$ cat src/rtl/conv3x3_pkg.sv
// Shared constants, schedule state encoding and schedule length for conv3x3_systolic.
package conv3x3_pkg;

    localparam int DATA_W = 8;
    localparam int IMG_N  = 4;
    localparam int FLT_N  = 3;
    localparam int OUT_N  = 2;

    // IDLE is never entered from reset; it parks any illegal encoding.
    typedef enum logic [2:0] {
        IDLE,
        LOAD,
        RUN,
        WRITE,
        DONE
    } state_t;

    // MAC cycles for one full run: 36 tap-window products spread over the PEs.
    function automatic int compute_len(int pe_dim);
        return (OUT_N * OUT_N * FLT_N * FLT_N) / (pe_dim * pe_dim);
    endfunction

endpackage

$ cat src/rtl/conv_pe.sv
// One processing element: 8x8 multiplier feeding an 8-bit wrapping accumulator.
module conv_pe
    import conv3x3_pkg::*;
(
    input  logic                  clk,
    input  logic                  rst,
    input  logic                  clear,
    input  logic                  en,
    input  logic [DATA_W-1:0]     a,
    input  logic [DATA_W-1:0]     b,
    output logic [2*DATA_W-1:0]   prod,
    output logic [DATA_W-1:0]     acc
);

    assign prod = (2*DATA_W)'(a) * (2*DATA_W)'(b);

    // clear together with en starts a fresh sum with the current product.
    always_ff @(posedge clk or negedge rst) begin
        if (!rst) begin
            acc <= '0;
        end else if (en) begin
            acc <= (clear ? '0 : acc) + prod[DATA_W-1:0];
        end else if (clear) begin
            acc <= '0;
        end
    end

endmodule

$ cat src/rtl/conv3x3_systolic.sv
// 2x2 valid cross-correlation of a 4x4 image with a 3x3 filter on a PE_DIM x PE_DIM MAC array.
module conv3x3_systolic
    import conv3x3_pkg::*;
#(
    parameter int PE_DIM = 3
) (
    input  logic              clk,
    input  logic              rst,
    input  logic [DATA_W-1:0] i00, i01, i02, i03,
    input  logic [DATA_W-1:0] i10, i11, i12, i13,
    input  logic [DATA_W-1:0] i20, i21, i22, i23,
    input  logic [DATA_W-1:0] i30, i31, i32, i33,
    input  logic [DATA_W-1:0] f00, f01, f02,
    input  logic [DATA_W-1:0] f10, f11, f12,
    input  logic [DATA_W-1:0] f20, f21, f22,
    output logic [DATA_W-1:0] o00, o01, o10, o11
);

    if (!(PE_DIM inside {1, 2, 3})) begin : g_bad_dim
        $error("conv3x3_systolic: PE_DIM must be 1, 2 or 3");
    end

    localparam int         NPE  = PE_DIM * PE_DIM;
    localparam logic [5:0] LAST = 6'(compute_len(PE_DIM) - 1);

    logic [DATA_W-1:0] img_in [IMG_N][IMG_N];
    logic [DATA_W-1:0] flt_in [FLT_N][FLT_N];
    logic [DATA_W-1:0] img_q  [IMG_N][IMG_N];
    logic [DATA_W-1:0] flt_q  [FLT_N][FLT_N];

    assign img_in = '{'{i00, i01, i02, i03}, '{i10, i11, i12, i13},
                      '{i20, i21, i22, i23}, '{i30, i31, i32, i33}};
    assign flt_in = '{'{f00, f01, f02}, '{f10, f11, f12}, '{f20, f21, f22}};

    state_t     state, state_nxt;
    logic [5:0] step;
    logic       run;

    assign run = (state == RUN);

    always_ff @(posedge clk or negedge rst) begin
        if (!rst) state <= LOAD;
        else      state <= state_nxt;
    end

    // NOTE: combinational blocks assign a default to every output first so no latch is inferred.
    always_comb begin
        state_nxt = state;
        case (state)
            LOAD:    state_nxt = RUN;
            RUN:     if (step == LAST) state_nxt = WRITE;
            WRITE:   state_nxt = DONE;
            DONE:    state_nxt = DONE;
            default: state_nxt = IDLE;
        endcase
    end

    always_ff @(posedge clk or negedge rst) begin
        if (!rst) begin
            // NOTE: operand registers are cleared element by element; a reset array does not map to RAM.
            for (int r = 0; r < IMG_N; r++)
                for (int c = 0; c < IMG_N; c++) img_q[r][c] <= '0;
            for (int r = 0; r < FLT_N; r++)
                for (int c = 0; c < FLT_N; c++) flt_q[r][c] <= '0;
            step <= '0;
        end else if (state == LOAD) begin
            img_q <= img_in;
            flt_q <= flt_in;
            step  <= '0;
        end else if (run) begin
            step <= step + 6'd1;
        end
    end

    // Schedule decode: tap = filter position (row-major), win = output window o00,o01,o10,o11.
    logic [3:0] tap;
    logic [1:0] win, tap_row, tap_col;

    // NOTE: blocking assignments here are combinational temporaries; registers above use <=.
    always_comb begin
        tap = '0;
        win = '0;
        case (PE_DIM)
            1:       begin tap = 4'(step % 6'd9); win = 2'(step / 6'd9); end
            2:       tap = step[3:0];
            default: win = step[1:0];
        endcase
        tap_row = 2'(tap / 4'd3);
        tap_col = 2'(tap % 4'd3);
    end

    logic [2*DATA_W-1:0] pe_prod [FLT_N*FLT_N];
    logic [DATA_W-1:0]   pe_acc  [FLT_N*FLT_N];
    logic                pe_clear;

    assign pe_clear = (state == LOAD) || (run && tap == 4'd0);

    for (genvar k = 0; k < FLT_N*FLT_N; k++) begin : g_pe
        if (k < NPE) begin : g_on
            localparam logic [1:0] OWN_R = 2'(k / OUT_N);
            localparam logic [1:0] OWN_C = 2'(k % OUT_N);
            localparam logic [1:0] OWN_A = 2'(k / FLT_N);
            localparam logic [1:0] OWN_B = 2'(k % FLT_N);

            logic [1:0]        fr, fc, wr, wc;
            logic [DATA_W-1:0] a, b;

            // Each PE owns either a window (PE_DIM=2), a tap (PE_DIM=3) or nothing (PE_DIM=1).
            always_comb begin
                fr = tap_row;
                fc = tap_col;
                wr = {1'b0, win[1]};
                wc = {1'b0, win[0]};
                if (PE_DIM == 2) begin wr = OWN_R; wc = OWN_C; end
                if (PE_DIM == 3) begin fr = OWN_A; fc = OWN_B; end
                a = flt_q[fr][fc];
                b = img_q[wr + fr][wc + fc];
            end

            conv_pe u_pe (
                .clk   (clk),
                .rst   (rst),
                .clear (pe_clear),
                .en    (run),
                .a     (a),
                .b     (b),
                .prod  (pe_prod[k]),
                .acc   (pe_acc[k])
            );
        end else begin : g_off
            assign pe_prod[k] = '0;
            assign pe_acc[k]  = '0;
        end
    end

    logic [DATA_W-1:0] tree_sum;

    always_comb begin
        tree_sum = '0;
        for (int k = 0; k < FLT_N*FLT_N; k++) tree_sum = tree_sum + pe_prod[k][DATA_W-1:0];
    end

    // Window results: banked from the single PE (PE_DIM=1) or summed by the tree (PE_DIM=3).
    logic [DATA_W-1:0] res   [OUT_N*OUT_N];
    logic [DATA_W-1:0] fin   [OUT_N*OUT_N];
    logic [DATA_W-1:0] out_q [OUT_N*OUT_N];

    always_ff @(posedge clk or negedge rst) begin
        if (!rst) begin
            for (int k = 0; k < OUT_N*OUT_N; k++) res[k] <= '0;
        end else if (state == LOAD) begin
            for (int k = 0; k < OUT_N*OUT_N; k++) res[k] <= '0;
        end else if (run) begin
            if (PE_DIM == 1 && tap == 4'd0 && win != 2'd0) res[win - 2'd1] <= pe_acc[0];
            if (PE_DIM == 3) res[win] <= res[win] + tree_sum;
        end
    end

    always_comb begin
        for (int k = 0; k < OUT_N*OUT_N; k++) fin[k] = (PE_DIM == 2) ? pe_acc[k] : res[k];
        if (PE_DIM == 1) fin[3] = pe_acc[0];
    end

    always_ff @(posedge clk or negedge rst) begin
        if (!rst) begin
            for (int k = 0; k < OUT_N*OUT_N; k++) out_q[k] <= '0;
        end else if (state == WRITE) begin
            out_q <= fin;
        end
    end

    assign o00 = out_q[0];
    assign o01 = out_q[1];
    assign o10 = out_q[2];
    assign o11 = out_q[3];

endmodule

$ cat config.mk
export PLATFORM = sky130hd
export DESIGN_NAME = conv3x3_systolic
export DESIGN_NICKNAME = d
export VERILOG_FILES = /design/src/rtl/conv3x3_pkg.sv /design/src/rtl/conv_pe.sv /design/src/rtl/conv3x3_systolic.sv
export SDC_FILE = /design/constraint.sdc
export NUM_CORES = 1
export LEC_CHECK = 0
export CAP_MARGIN = 15
export CORE_ASPECT_RATIO = 1.75
export CORE_UTILIZATION = 58
export CTS_CLUSTER_SIZE = 10
export DETAILED_ROUTE_END_ITERATION = 10
export GPL_TIMING_DRIVEN = 0
export PLACE_DENSITY = 0.94
export REMOVE_ABC_BUFFERS = 1
export SLEW_MARGIN = 20
export SYNTH_ARGS = -nofsm -noshare
export SYNTH_HDL_FRONTEND = slang
export SYNTH_SLANG_ARGS = --single-unit
$ cat constraint.sdc
create_clock -name clk -period 10.8 [get_ports clk]
set_clock_uncertainty 0.15 [all_clocks]
set_input_delay 1.62 -clock clk [delete_from_list [all_inputs] [get_ports clk]]
set_output_delay 1.62 -clock clk [all_outputs]
set_load 0.005 [all_outputs]
Word level (Yosys, flattened, before mapping)
Index checks and enable logic that the tools add are counted.
{"block": "classes", "add_sub_neg": 14, "mul": 9, "order_cmp": 8, "n_eq_ne": 6, "n_mux": 48, "bitwise_logic": 7, "n_reduce_logical": 3}
{"cell": "$mux 32", "n": 8}
{"cell": "$bmux 32 s2", "n": 3}
{"cell": "$mux 8", "n": 21}
{"cell": "$bmux 8 s2", "n": 10}
{"cell": "$add 8x8->8", "n": 9}
{"cell": "$mul 8x8->8", "n": 9}
{"cell": "$bwmux 32", "n": 1}
{"cell": "$ge 3x3->1 const B", "n": 7}
{"cell": "$demux 8 s2", "n": 1}
{"cell": "$not 2->3", "n": 5}
{"cell": "$mux 6", "n": 2}
{"cell": "$pmux 3 s3", "n": 1}
{"cell": "$add 6x1->6 const B", "n": 1}
{"cell": "$eq 3x2->1 const B", "n": 2}
{"cell": "$eq 6x2->1 const B", "n": 1}
{"cell": "$not 1->3", "n": 2}
{"cell": "$add 1x1->2 const B", "n": 2}
{"cell": "$add 1x2->2 const B", "n": 2}
{"cell": "$eq 3x1->1 const B", "n": 1}
{"cell": "$eq 3x3->1 const B", "n": 1}
{"cell": "$lt 3x1->1 const B", "n": 1}
{"cell": "$mux 3", "n": 1}
{"cell": "$ne 2x2->1 const B", "n": 1}
{"cell": "$reduce_bool 2->1", "n": 1}
{"cell": "other kinds (2)", "n": 2}
{"block": "word_totals", "register_bits": 273, "input_bits": 202, "out_inout_bits": 32}

Depth between registers and ports, before layout
Gate-level depths: netlist (run 1).
{"block": "depth", "ltp_word": 20, "mapped_depth": 35, "ltp_nobuf": 30}

Hierarchy
From an unflattened synthesis (run 1), not the netlist that was laid out.
{"block": "hier_totals", "cells_unflattened": 4007, "hier_area_um2": 38034.0}
{"module": "conv3x3_systolic", "n_inst": 1, "cells_each": 1332, "area_per_inst_um2": 13789.5, "seq_area_each_um2": 6832.8}
{"module": "conv_pe at g_pe[1].g_on.u_pe ...", "n_inst": 4, "cells_each": 297, "area_per_inst_um2": 2683.8, "seq_area_each_um2": 200.2}
{"module": "conv_pe at g_pe[6].g_on.u_pe ...", "n_inst": 2, "cells_each": 298, "area_per_inst_um2": 2685.1, "seq_area_each_um2": 200.2}
{"module": "conv_pe at g_pe[8].g_on.u_pe", "n_inst": 1, "cells_each": 293, "area_per_inst_um2": 2721.4, "seq_area_each_um2": 200.2}
{"module": "conv_pe at g_pe[0].g_on.u_pe", "n_inst": 1, "cells_each": 299, "area_per_inst_um2": 2711.4, "seq_area_each_um2": 200.2}
{"module": "conv_pe at g_pe[5].g_on.u_pe", "n_inst": 1, "cells_each": 299, "area_per_inst_um2": 2706.3, "seq_area_each_um2": 200.2}

Least setup slack after synthesis (run 1)
No wires, ideal clock.
{"block": "synth_path", "path_kind": "register to register", "startpoint": "register step[1]", "endpoint": "register res (netlist bit fin[15])", "setup_ns": 0.077, "arrival_ns": 8.529, "t_required_ns": 10.573, "slack_ns": 2.045, "path_stages_with_launch": 26, "path_buffers": 3, "synth_period_minus_slack_ns": 8.755, "path_cell_list": "dfrtp_1 -> buf_4 -> buf_4 -> buf_2 -> mux4_2 -> and2_1 -> fa_1 -> inv_1 -> fa_1 -> fa_1 -> fa_1 -> fa_1 -> fa_1 -> fa_1 -> fa_1 -> fa_1 -> fa_1 -> xor2_1 -> xnor2_1 -> xnor2_1 -> xnor3_1 -> xnor2_1 -> xnor2_1 -> xnor2_1 -> xnor3_1 -> o21ai_1"}
{"block": "synth_via", "elab_chain_len": 20, "elab_cells_between_ends": 71, "cone_classes": "add/sub: 11; mul: 9; order compare: 2; mux: 44; bitwise: 4; reduce/logical: 1"}
{"element": "from (decl)", "line_no": "conv3x3_systolic.sv:36", "source": "logic [5:0] step;"}
{"element": "from (signal assigned)", "line_no": "conv3x3_systolic.sv:71", "source": "step <= step + 6'd1;"}
{"element": "$not 1->3 (not written as such)", "line_no": "conv3x3_systolic.sv:117", "source": "b = img_q[wr + fr][wc + fc];"}
{"element": "$bmux 32 s2", "line_no": "conv3x3_systolic.sv:117"}
{"element": "$mux 32 (not written as such) (2 in a row)", "line_no": "conv3x3_systolic.sv:117"}
{"element": "$bmux 8 s2", "line_no": "conv3x3_systolic.sv:117"}
{"element": "$mux 8 (not written as such) (2 in a row)", "line_no": "conv3x3_systolic.sv:117"}
{"element": "$mul 8x8->8", "line_no": "conv_pe.sv:15", "source": "assign prod = (2*DATA_W)'(a) * (2*DATA_W)'(b);"}
{"element": "$add 8x8->8 (8 in a row)", "line_no": "conv3x3_systolic.sv:140", "source": "for (int k = 0; k < FLT_N*FLT_N; k++) tree_sum = tree_sum + pe_prod[k][DATA_W-1:0];"}
{"element": "$add 8x8->8", "line_no": "conv3x3_systolic.sv:155", "source": "if (PE_DIM == 3) res[win] <= res[win] + tree_sum;"}
{"element": "$bwmux 32 (*)", "line_no": "conv3x3_systolic.sv:155"}
{"element": "$mux 32 (*)", "line_no": "conv3x3_systolic.sv:153", "source": "end else if (run) begin"}
{"element": "$mux 32 (*)", "line_no": "conv3x3_systolic.sv:151", "source": "end else if (state == LOAD) begin"}
{"element": "to (signal, indexed assignment)", "line_no": "conv3x3_systolic.sv:154", "source": "if (PE_DIM == 1 && tap == 4'd0 && win != 2'd0) res[win - 2'd1] <= pe_acc[0];"}
{"element": "to (signal, indexed assignment)", "line_no": "conv3x3_systolic.sv:155"}
{"element": "to (decl)", "line_no": "conv3x3_systolic.sv:144", "source": "logic [DATA_W-1:0] res [OUT_N*OUT_N];"}
Mark *: on every way between the ends. The rest lies on a longest branch, timed or not. The select of a mux whose other input is x is not followed.
A chain may end at the register's enable or synchronous reset.

Final worst setup path (run 1)
{"block": "layout_path", "startpoint": "register step[1]", "endpoint": "register res (netlist bit fin[31])"}
Same word-level chain as after synthesis.

==> flow_summary_export.csv, run 1 <==
group,metric,value,unit
route,ant_nets,0,
clocking,clkTransAtPathRegs,0.06,ns
logic_synthesis,synth_top_family_by_area,"adder cells",
logic_synthesis,synth-adder-area-share,25.2,%
floorplanning,start_util,58.7,%
placed_design,gp_congestion,0.959,
floorplanning,coreArea,0.0367,mm2
logic_synthesis,yosys.cell_types.count,34,
finish,drive_gt1_share,6.62,%
timing,setup_violations,0,
route,dr.first_iter.drc_count,1200,
floorplanning,die_x,148,um
clocking,cts_tree,"done",
finish,n_antenna_cell,0,
finish,layout.nets,2945,
placed_design,portBuffers,233,
logic_synthesis,synthesis.area,0.0215,mm2
timing,slew_viol_final,0,
clocking,postCtsSetupBuffers,0,
floorplanning,rows,93,
clocking,hold_buffers,0,
logic_synthesis,synthSimpleGateAreaFrac,19.3,%
grt,grt_antenna_before_repair,1,
logic_synthesis,synth_seq_cells,273,
timing,layout_min_cycle_time,9.96,ns
clocking,clk_latency,0.60,ns
logic_synthesis,netlist_instances,2216,
logic_synthesis,syn_area_per_cell,9.71,um2
clocking,cts-root-buf,"clkbuf_16",
worst_setup_path,critPathKind,"flip-flop to flip-flop",
grt,grt_remaining_overflow,0,
floorplanning,io_pins,234,
route,vias,16500,
clocking,h-tree-depth,1,
logic_synthesis,yosysWarnings,0,
logic_synthesis,synth_mux_area_share,10.2,%
logic_synthesis,synth-edff-count,0,
route,viasPerCell,5.66,
worst_setup_path,arrival,10.31,ns
timing,relSlewSlack,33.7,%
hold_path,hold_path_depth,2,
power_and_ir_drop,power_density,82.0,mW/mm2
timing,timing.final.crit_share,92.2,%
clocking,clock_path_buffers,3,
logic_synthesis,seq_area_frac_synth,31.8,%
outcome,status,"finished, final reports clean",
placed_design,dp_hpwl,46700,um
power_and_ir_drop,p_leak,12.0,nW
route,wl_per_cell,20.3,um
worst_setup_path,r2r_cells,23,
logic_synthesis,synth_xor_area_share,6.10,%
hold_path,hold_path_class,"flip-flop to flip-flop",
power_and_ir_drop,vdd_drop_max,105,uV
finish,area_delta_synth_final,17.1,%
timing,rsz0062_at_grt,"no",
timing,finalSetupTns,0,ns
logic_synthesis,async_reset_ff_share,100,%
timing,worst_pin_slew,0.992,ns
job,drv_cap,0,
worst_setup_path,crit_fanout,48,
timing,hold_viol,0,
grt,grt_usage,32.5,%
logic_synthesis,synth_flop_cell,"dfrtp_1",
timing,fmax,0.100,GHz
route,drcViolationCount,0,
route,first_pass_iters,5,
floorplanning,die_area,0.0379,mm2
grt,grt_pass1_vias,17800,
clocking,clkSinkCount,273,
clocking,cts-buffers-inserted,31,
worst_setup_path,endpoint_kind,"flip-flop",
placed_design,preCtsSetupSlack,1.03,ns
route,wl,58900,um
grt,grt_pass1_wl,93800,um
clocking,cts_repair_resize_count,0,
timing,setup_slack,0.842,ns
logic_synthesis,synth-compound-area-share,1.20,%
grt,grt_max_degree,104,
worst_setup_path,worstSetupStartpointType,"flip-flop",
worst_setup_path,critPathRequiredTime,11.15,ns
floorplanning,die_h,257,um
## cell families (layout without fill, tap and decap cells)
group	Yosys count	in the layout
AOI/OAI and AO/OA	48	48
buffers and inverters	333	549
DFF	273	273
adders and majority gates	326	326
muxes	121	121
xor gates and xnor gates	142	142
and+or+nand+nor	973	973
## power by group
group          total [mW]  switching [mW]  internal [mW]
Clock               0.944           0.419          0.525
Sequential           1.02               0           1.02
Combinational      0.0993          0.0331         0.0662
## state kept, by name, summed over array words and instances, names as in the netlist
register	flops
step	6
img_q	128
flt_q	72
o11	8
fin	32
state	3
o00	8
o01	8
o10	8
## cell type report
| type | count | area, um2 |
|---|---|---|
| Multi-Input combinational cell | 1610 | 13300 |
| Fill cell | 2517 | 11500 |
| Inverter | 258 | 968 |
| Clock inverter | 2 | 28.8 |
| Sequential cell | 273 | 6840 |
| Tap cell | 475 | 594 |
| Timing Repair Buffer | 243 | 2600 |
| Clock buffer | 46 | 832 |
## synth_stat cells (3+ instances only)
cell / count / share of area [%]
fa_1: 178 / 17
mux4_2: 75 / 7.9
nand2_1: 746 / 13
inv_1: 258 / 4.5
xnor3_1: 5 / 0.52
xor2_1: 24 / 0.98
buf_6: 3 / 0.16
buf_4: 10 / 0.35
nor2b_1: 12 / 0.35
clkbuf_1: 56 / 0.98
ha_1: 148 / 8.6
nor2_1: 11 / 0.19
and2_1: 165 / 4.8
o21ai_0: 36 / 0.84
nand3_1: 36 / 0.84
dfrtp_1: 272 / 32
mux2i_1: 9 / 0.42
xnor2_1: 113 / 4.6
o21ai_1: 4 / 0.093
mux2_2: 37 / 1.9
## metal layers
metal  vias to the layer above  track usage (%)  routed length [um]  part of all wire, %
li1                       7291                -                   -                    -
met1                      8226             35.2               19700                   33
met2                       702             58.3               31600                   54
met3                       241             3.52                2940                  5.0
met4                         2             23.1                4750                  8.1
met5                         -                0                  16                0.027
## critical path, stage by stage (launching register included)
cell,delay (ns)
dfrtp_4,0.87
buf_16,0.34
mux4_2,0.71
and2_1,0.24
fa_1,0.47
inv_1,0.06
fa_1,0.56
fa_1,0.46
fa_1,0.59
fa_1,0.47
fa_1,0.58
fa_1,0.48
fa_1,0.60
fa_1,0.46
fa_1,0.39
xor2_1,0.17
xnor2_1,0.27
xnor2_1,0.17
xnor3_1,0.43
xnor2_1,0.19
xnor2_1,0.11
xnor2_1,0.30
xnor3_1,0.50
o21ai_1,0.19
## worst paths after layout
kind	from	endpoint	slack [ns]
setup / recovery	step[1]	fin[31]	0.84
hold reg to reg	img_q[31]	img_q[31]	0.33
max in group asynchronous	rst	img_q[1]	8.69
setup reg to reg	step[1]	fin[31]	0.84
hold / removal	img_q[31]	img_q[31]	0.33
min in group asynchronous	rst	flt_q[44]	0.86
## placed cells by master (no fill, tap or decap), drive strengths merged
cell,Yosys,final
nor2b,12,12
o211ai,1,1
clkbuf,56,46
dfstp,1,1
mux2i,9,9
xnor2,113,113
o31ai,1,1
or4,1,1
a22o,1,1
nand3,36,36
nor3b,1,1
nand3b,1,1
and2,165,165
dfrtp,272,272
clkinv,0,1
ha,148,148
a21o,2,2
nand2,746,746
a21oi,2,2
xnor3,5,5
xor2,24,24
fa,178,178
nor2,11,11
mux4,75,75
buf,19,11
a2bb2oi,1,1
mux2,37,37
clkdlybuf4s50,0,232
o21ai,40,40
inv,258,259
## through the flow
step	hold WS [ns]	instances	instance area (um2)	util (%)	power (mW)
final	0.326	2907	25200	68.8	2.07
after floorplan	0.290	2141	21100	-	1.04
after CTS	0.325	2907	25200	68.8	2.07
after global placement	0.305	2849	24100	65.6	1.14
after global routing	0.352	2907	25200	68.8	2.12
after detailed placement	0.309	2859	24300	66.4	1.14
Power figures use the tool's default switching activity.
==> inputs of run 2 (changes only) <==
--- a/config.mk
+++ b/config.mk
@@ -12,7 +12,6 @@
 export DETAILED_ROUTE_END_ITERATION = 10
 export GPL_TIMING_DRIVEN = 0
 export PLACE_DENSITY = 0.94
-export REMOVE_ABC_BUFFERS = 1
 export SLEW_MARGIN = 20
 export SYNTH_ARGS = -nofsm -noshare
 export SYNTH_HDL_FRONTEND = slang
==> run 2 against run 1 <==
Compared with the run above:
- register-to-register slack worse by 0.23 ns
- sequential share of layout area decreased by 0.34 points
- cell area is 1.2% higher
- wire length increased by 23%
- hold slack lost 0.0052 ns
- fmax fell by 2.3%
- total power increased by 6.6%
- setup slack worse by 0.23 ns
- highest routed layer is now met4
==> flow_summary_export.csv, run 2 (synthesized netlist as in run 1, its figures left out) <==
group,metric,value,unit
outcome,status,"finished, final reports clean",
timing,setup_violations,0,
finish,top_register,"img_q",
route,ant_nets,0,
worst_setup_path,critical_path.max_stage_delay,0.69,ns
worst_setup_path,rr_startpoint,"step[1]",
timing,setup_slack,0.611,ns
clocking,clkTransAtPathRegs,0.06,ns
timing,slew_viol_final,0,
worst_setup_path,crit_family,"adder cells",
power_and_ir_drop,p_leak,12.1,nW
clocking,h-tree-depth,2,
timing,fmax,0.0981,GHz
clocking,hold_buffers,0,
power_and_ir_drop,intPower,1.71,mW
route,wl_per_cell,24.4,um
finish,final_cell_mix,"nand2_1, dfrtp_1, inv_1, clkdlybuf4s50_1, fa_1",
logic_synthesis,syn_nets,2744,
timing,worst_pin_slew,1.12,ns
power_and_ir_drop,seq_power_share,46.5,%
worst_setup_path,crit_fanout,10,
placed_design,dp_hpwl,57600,um
power_and_ir_drop,swShare,22.3,%
route,vias,18000,
power_and_ir_drop,vdd_drop_max,123,uV
worst_setup_path,worstSetupStartpointType,"flip-flop",
route,viasPerCell,6.05,
clocking,cts_repair_resize_count,0,
finish,fin_area,0.0255,mm2
route,dr.first_iter.drc_count,1432,
floorplanning,die_x,148,um
job,drv_cap,0,
worst_setup_path,critical-path-slowest-cell,"mux4_2",
finish,final_common_cell,"nand2_1",
placed_design,place_area,0.0245,mm2
finish,drive_gt1_share,7.01,%
timing,rsz0062_at_grt,"no",
route,wl,72500,um
grt,grt_usage,39.7,%
clocking,clkSinkCount,273,
finish,area_delta_synth_final,18.5,%
timing,layout_min_cycle_time,10.19,ns
clocking,clock_path_buffers,3,
placed_design,gp_congestion,1.00,
grt,grt_pass1_vias,19300,
hold_path,hp-start,"img_q[4]",
clocking,cts-root-buf,"clkbuf_16",
floorplanning,die_area,0.0379,mm2
grt,grt_antenna_before_repair,0,
worst_setup_path,arrival,10.50,ns
route,drcViolationCount,0,
worst_setup_path,worst_path_most_repeated_cell,"fa_1",
timing,hold_viol,0,
clocking,postCtsSetupBuffers,0,
grt,grt_pass1_wl,110000,um
floorplanning,die_h,257,um
finish,layout.nets,3014,
grt,grt_max_degree,108,
power_and_ir_drop,combinationalPowerShare,4.7,%
worst_setup_path,critPathKind,"flip-flop to flip-flop",
worst_setup_path,endpoint_kind,"flip-flop",
timing,timing.final.crit_share,94.3,%
floorplanning,rows,93,
route,first_pass_iters,8,
power_and_ir_drop,power_switching,0.491,mW
placed_design,preCtsSetupSlack,0.392,ns
timing,relSlewSlack,25.3,%
worst_setup_path,startpoint,"step[1]",
floorplanning,start_util,58.7,%
placed_design,portBuffers,233,
power_and_ir_drop,power_density,86.4,mW/mm2
clocking,cts-buffers-inserted,34,
power_and_ir_drop,clkPwrFrac,48.8,%
finish,n_antenna_cell,0,
clocking,cts_tree,"done",
floorplanning,io_pins,234,
floorplanning,coreArea,0.0367,mm2
worst_setup_path,critPathRequiredTime,11.12,ns
finish,largest_reg_flops,128,
clocking,clk_latency,0.56,ns
worst_setup_path,cp_num_buf_inv,4,
grt,grt_remaining_overflow,0,
hold_path,hold_path_class,"flip-flop to flip-flop",
[run 2: cell types whose count changed in the layout (fill, tap and decap cells not counted), moves of 4 or more]
cell	delta
clkbuf_1	+45
buf_16	-7
clkbuf_16	+4
buf_4	+10
[run 2: power groups by stage]
| stage | clock, mW | sequential (mW) | combinational [mW] |
|---|---|---|---|
| floorplan | 0 | 1.04 | 0.000829 |
| global placement | 0 | 1.04 | 0.0996 |
| detailed placement | 0 | 1.04 | 0.103 |
| CTS | 1.07 | 1.02 | 0.104 |
| global route | 1.11 | 1.02 | 0.111 |
| finish | 1.08 | 1.02 | 0.104 |
[run 2: worst paths after layout]
check | end | slack, ns | cells past startpoint
max reg2reg | fin[23] | 0.61 | 25
min reg2reg | img_q[4] | 0.32 | 2
min in group asynchronous | o00[6] | 0.96 | 1
max | fin[23] | 0.61 | 25
max in group asynchronous | flt_q[40] | 8.12 | 3
min | img_q[4] | 0.32 | 2
[run 2: area by class of cell]
type / count / area (um2)
Multi-Input combinational cell: 1610 / 13300
Fill cell: 2562 / 11200
Sequential cell: 273 / 6830
Timing Repair Buffer: 235 / 2390
Inverter: 258 / 968
Clock buffer: 42 / 922
Tap cell: 475 / 594
Buffer: 74 / 378
Clock inverter: 5 / 75.1
[run 2: worst min-delay path, stage by stage (launching register included)]
cell     delay [ns]
dfrtp_1        0.33
nand2_1        0.05
nand2_1        0.05
[run 2: metrics by stage]
step	setup TNS [ns]	hold WS, ns	cells	util (%)	power, mW
detailed placement	0	0.307	2926	66.8	1.14
floorplan	0	0.290	2216	-	1.04
CTS	0	0.320	2973	69.6	2.20
global placement	-814.26	0.305	2924	66.7	1.14
finish	0	0.321	2972	69.6	2.20
global route	0	0.333	2972	69.6	2.25
[run 2: metal layers]
| layer | up-vias | track usage [%] | routed length, um |
|---|---|---|---|
| met3 | 474 | 8.68 | 6500 |
| met4 | 0 | 35.7 | 7940 |
| met2 | 1251 | 67.0 | 36000 |
| met5 | - | 0.132 | 0 |
| li1 | 7422 | - | - |
| met1 | 8823 | 41.0 | 22000 |
==> inputs of run 3 (changes only) <==
--- a/config.mk
+++ b/config.mk
@@ -6,13 +6,14 @@
 export NUM_CORES = 1
 export LEC_CHECK = 0
 export CAP_MARGIN = 15
-export CORE_ASPECT_RATIO = 1.75
-export CORE_UTILIZATION = 58
+export CORE_ASPECT_RATIO = 1.5
+export CORE_UTILIZATION = 63
 export CTS_CLUSTER_SIZE = 10
 export DETAILED_ROUTE_END_ITERATION = 10
 export GPL_TIMING_DRIVEN = 0
-export PLACE_DENSITY = 0.94
+export PLACE_DENSITY = 0.95
 export SLEW_MARGIN = 20
 export SYNTH_ARGS = -nofsm -noshare
 export SYNTH_HDL_FRONTEND = slang
+export SYNTH_HIERARCHICAL = 1
 export SYNTH_SLANG_ARGS = --single-unit
==> constraint.sdc (replaced) <==
create_clock -name clk -period 11.7 [get_ports clk]
set_clock_uncertainty 0.15 [all_clocks]
set_input_delay 1.755 -clock clk [delete_from_list [all_inputs] [get_ports clk]]
set_output_delay 1.755 -clock clk [all_outputs]
set_load 0.005 [all_outputs]
==> run 3 against run 2 <==
Compared with the run above:
- global-route usage down 0.93 points
- utilization is 5.3 points higher
- setup slack improved by 1.5 ns
- via count up 0.21%
- clock power down 20%
- largest power group is now sequential cells
- clock-buffer cell count fell by 8
- register-to-register slack gained 1.5 ns
- fmax increased by 6.7%
- cell area rose by 3.1%
- critical path type unchanged
==> flow_summary_export.csv, run 3 <==
group,metric,value,unit
worst_setup_path,critical-path-slowest-cell,"buf_1",
placed_design,portBuffers,233,
route,vias,18000,
logic_synthesis,syn_nets,2906,
worst_setup_path,crit_fanout,10,
timing,relSlewSlack,22.7,%
timing,worst_pin_slew,1.16,ns
floorplanning,die_area,0.0364,mm2
floorplanning,rows,84,
worst_setup_path,critPathKind,"flip-flop to flip-flop",
logic_synthesis,yosysWarnings,6,
logic_synthesis,synthesis.area,0.0225,mm2
clocking,cts-buffers-inserted,31,
power_and_ir_drop,power_density,72.4,mW/mm2
job,drv_cap,0,
clocking,hold_buffers,0,
hold_path,hold_path_class,"flip-flop to flip-flop",
finish,top_register,"img_q",
timing,rsz0062_at_grt,"no",
worst_setup_path,critPathRequiredTime,12.00,ns
worst_setup_path,critical_path.max_stage_delay,0.69,ns
clocking,postCtsSetupBuffers,0,
finish,finish.utilization,74.9,%
clocking,cts_tree,"done",
power_and_ir_drop,p_leak,12.0,nW
power_and_ir_drop,vdd_drop_max,115,uV
finish,largest_reg_flops,128,
route,drcViolationCount,0,
route,dr.first_iter.drc_count,1559,
outcome,status,"finished, final reports clean",
power_and_ir_drop,total_power,1.90,mW
timing,setup_violations,0,
floorplanning,die_h,233,um
logic_synthesis,syn_area_per_cell,9.66,um2
route,viasPerCell,5.87,
grt,grt_antenna_before_repair,2,
clocking,cts-root-buf,"clkbuf_16",
worst_setup_path,crit_family,"adder cells",
finish,multiInputGateArea,0.0141,mm2
worst_setup_path,arrival,9.85,ns
finish,area_delta_synth_final,17.1,%
finish,seqCellArea,0.00683,mm2
timing,hold_viol,0,
timing,fmax,0.105,GHz
clocking,clk_latency,0.61,ns
route,wl,68100,um
finish,drive_gt1_share,6.28,%
grt,grt_usage,38.8,%
floorplanning,coreArea,0.0351,mm2
finish,fillerInstances,2315,
placed_design,dp_hpwl,52900,um
clocking,clkTransAtPathRegs,0.06,ns
clocking,cts_repair_resize_count,0,
clocking,h-tree-depth,1,
floorplanning,io_pins,234,
worst_setup_path,worstSetupStartpointType,"flip-flop",
placed_design,gp_congestion,1.01,
worst_setup_path,cp_num_buf_inv,6,
route,first_pass_iters,6,
grt,grt_remaining_overflow,0,
timing,layout_min_cycle_time,9.55,ns
grt,grt_max_degree,102,
logic_synthesis,netlist_instances,2324,
floorplanning,die_x,156,um
timing,slew_viol_final,0,
finish,layout.nets,3175,
floorplanning,start_util,64.0,%
finish,final_cell_mix,"nand2_1, inv_1, and2_1, dfrtp_1, clkdlybuf4s50_1",
timing,timing.final.crit_share,81.6,%
route,ant_nets,0,
clocking,clkSinkCount,273,
worst_setup_path,worst_path_most_repeated_cell,"fa_1",
clocking,clock_path_buffers,3,
grt,grt_pass1_wl,104000,um
finish,final_common_cell,"nand2_1",
grt,grt_pass1_vias,19100,
worst_setup_path,endpoint_kind,"flip-flop",
route,wl_per_cell,22.2,um
## run 3: area by class of cell
cell class                 count  area share, %
timing repair buffer         236           9.20
inverter                     337           4.81
multi-input combinational   1638           53.5
sequential                   273           26.0
antenna                        1        0.00952
clock inverter                 2         0.0952
tap                          473           2.25
clock buffer                  34           3.03
buffer                        76           1.14
## run 3: final timing paths
path	slack, ns	endpoint	depth (start not counted)	startpoint
max	2.15	fin[23]	25	step[1]
min reg2reg	0.32	flt_q[23]	2	flt_q[23]
max reg2reg	2.15	fin[23]	25	step[1]
min in group asynchronous	0.82	o00[4]	1	rst
min	0.32	flt_q[23]	2	flt_q[23]
max in group asynchronous	9.01	flt_q[51]	4	rst
## run 3: layer usage
layer  share of wire (%)  global-route usage (%)  vias up  wire, um
li1                    -                       -     7633         -
met1                  33                    42.6     8971     22400
met2                  50                    64.6     1042     33800
met3                 8.5                    8.66      359      5790
met4                 9.0                    31.4        2      6100
met5               0.012                       0        -         8
## run 3: worst register-to-register path, delay by kind of cell, from the launching register on
family	cells	cell delay, ns
AO/OA/AOI/OAI	1	0.11
adder cells (fa/ha/maj)	10	4.87
AND/OR/NAND/NOR	1	0.19
buffers and inverters	6	1.88
flip-flops	1	0.37
XOR/XNOR	6	1.36
multiplexers	1	0.48
## run 3: power breakdown
part,internal (mW),total [mW],leakage (nW),switching [mW]
combinational,0.0622,0.0966,8.85,0.0344
sequential,0.945,0.945,2.77,0
clock,0.474,0.863,0.405,0.389
total,1.48,1.90,12.0,0.423
## run 3: metrics by stage
stage	instances	TNS (ns)	hold WS, ns	setup slack [ns]	area (um2)
final	3070	0	0.325	2.15	26300
after global routing	3069	0	0.340	1.93	26300
after CTS	3069	0	0.326	2.26	26300
after detailed placement	3033	0	0.310	2.34	25500
after global placement	3030	-616.28	0.300	-2.32	25400
after floorplan	2324	0	0.287	3.57	22500
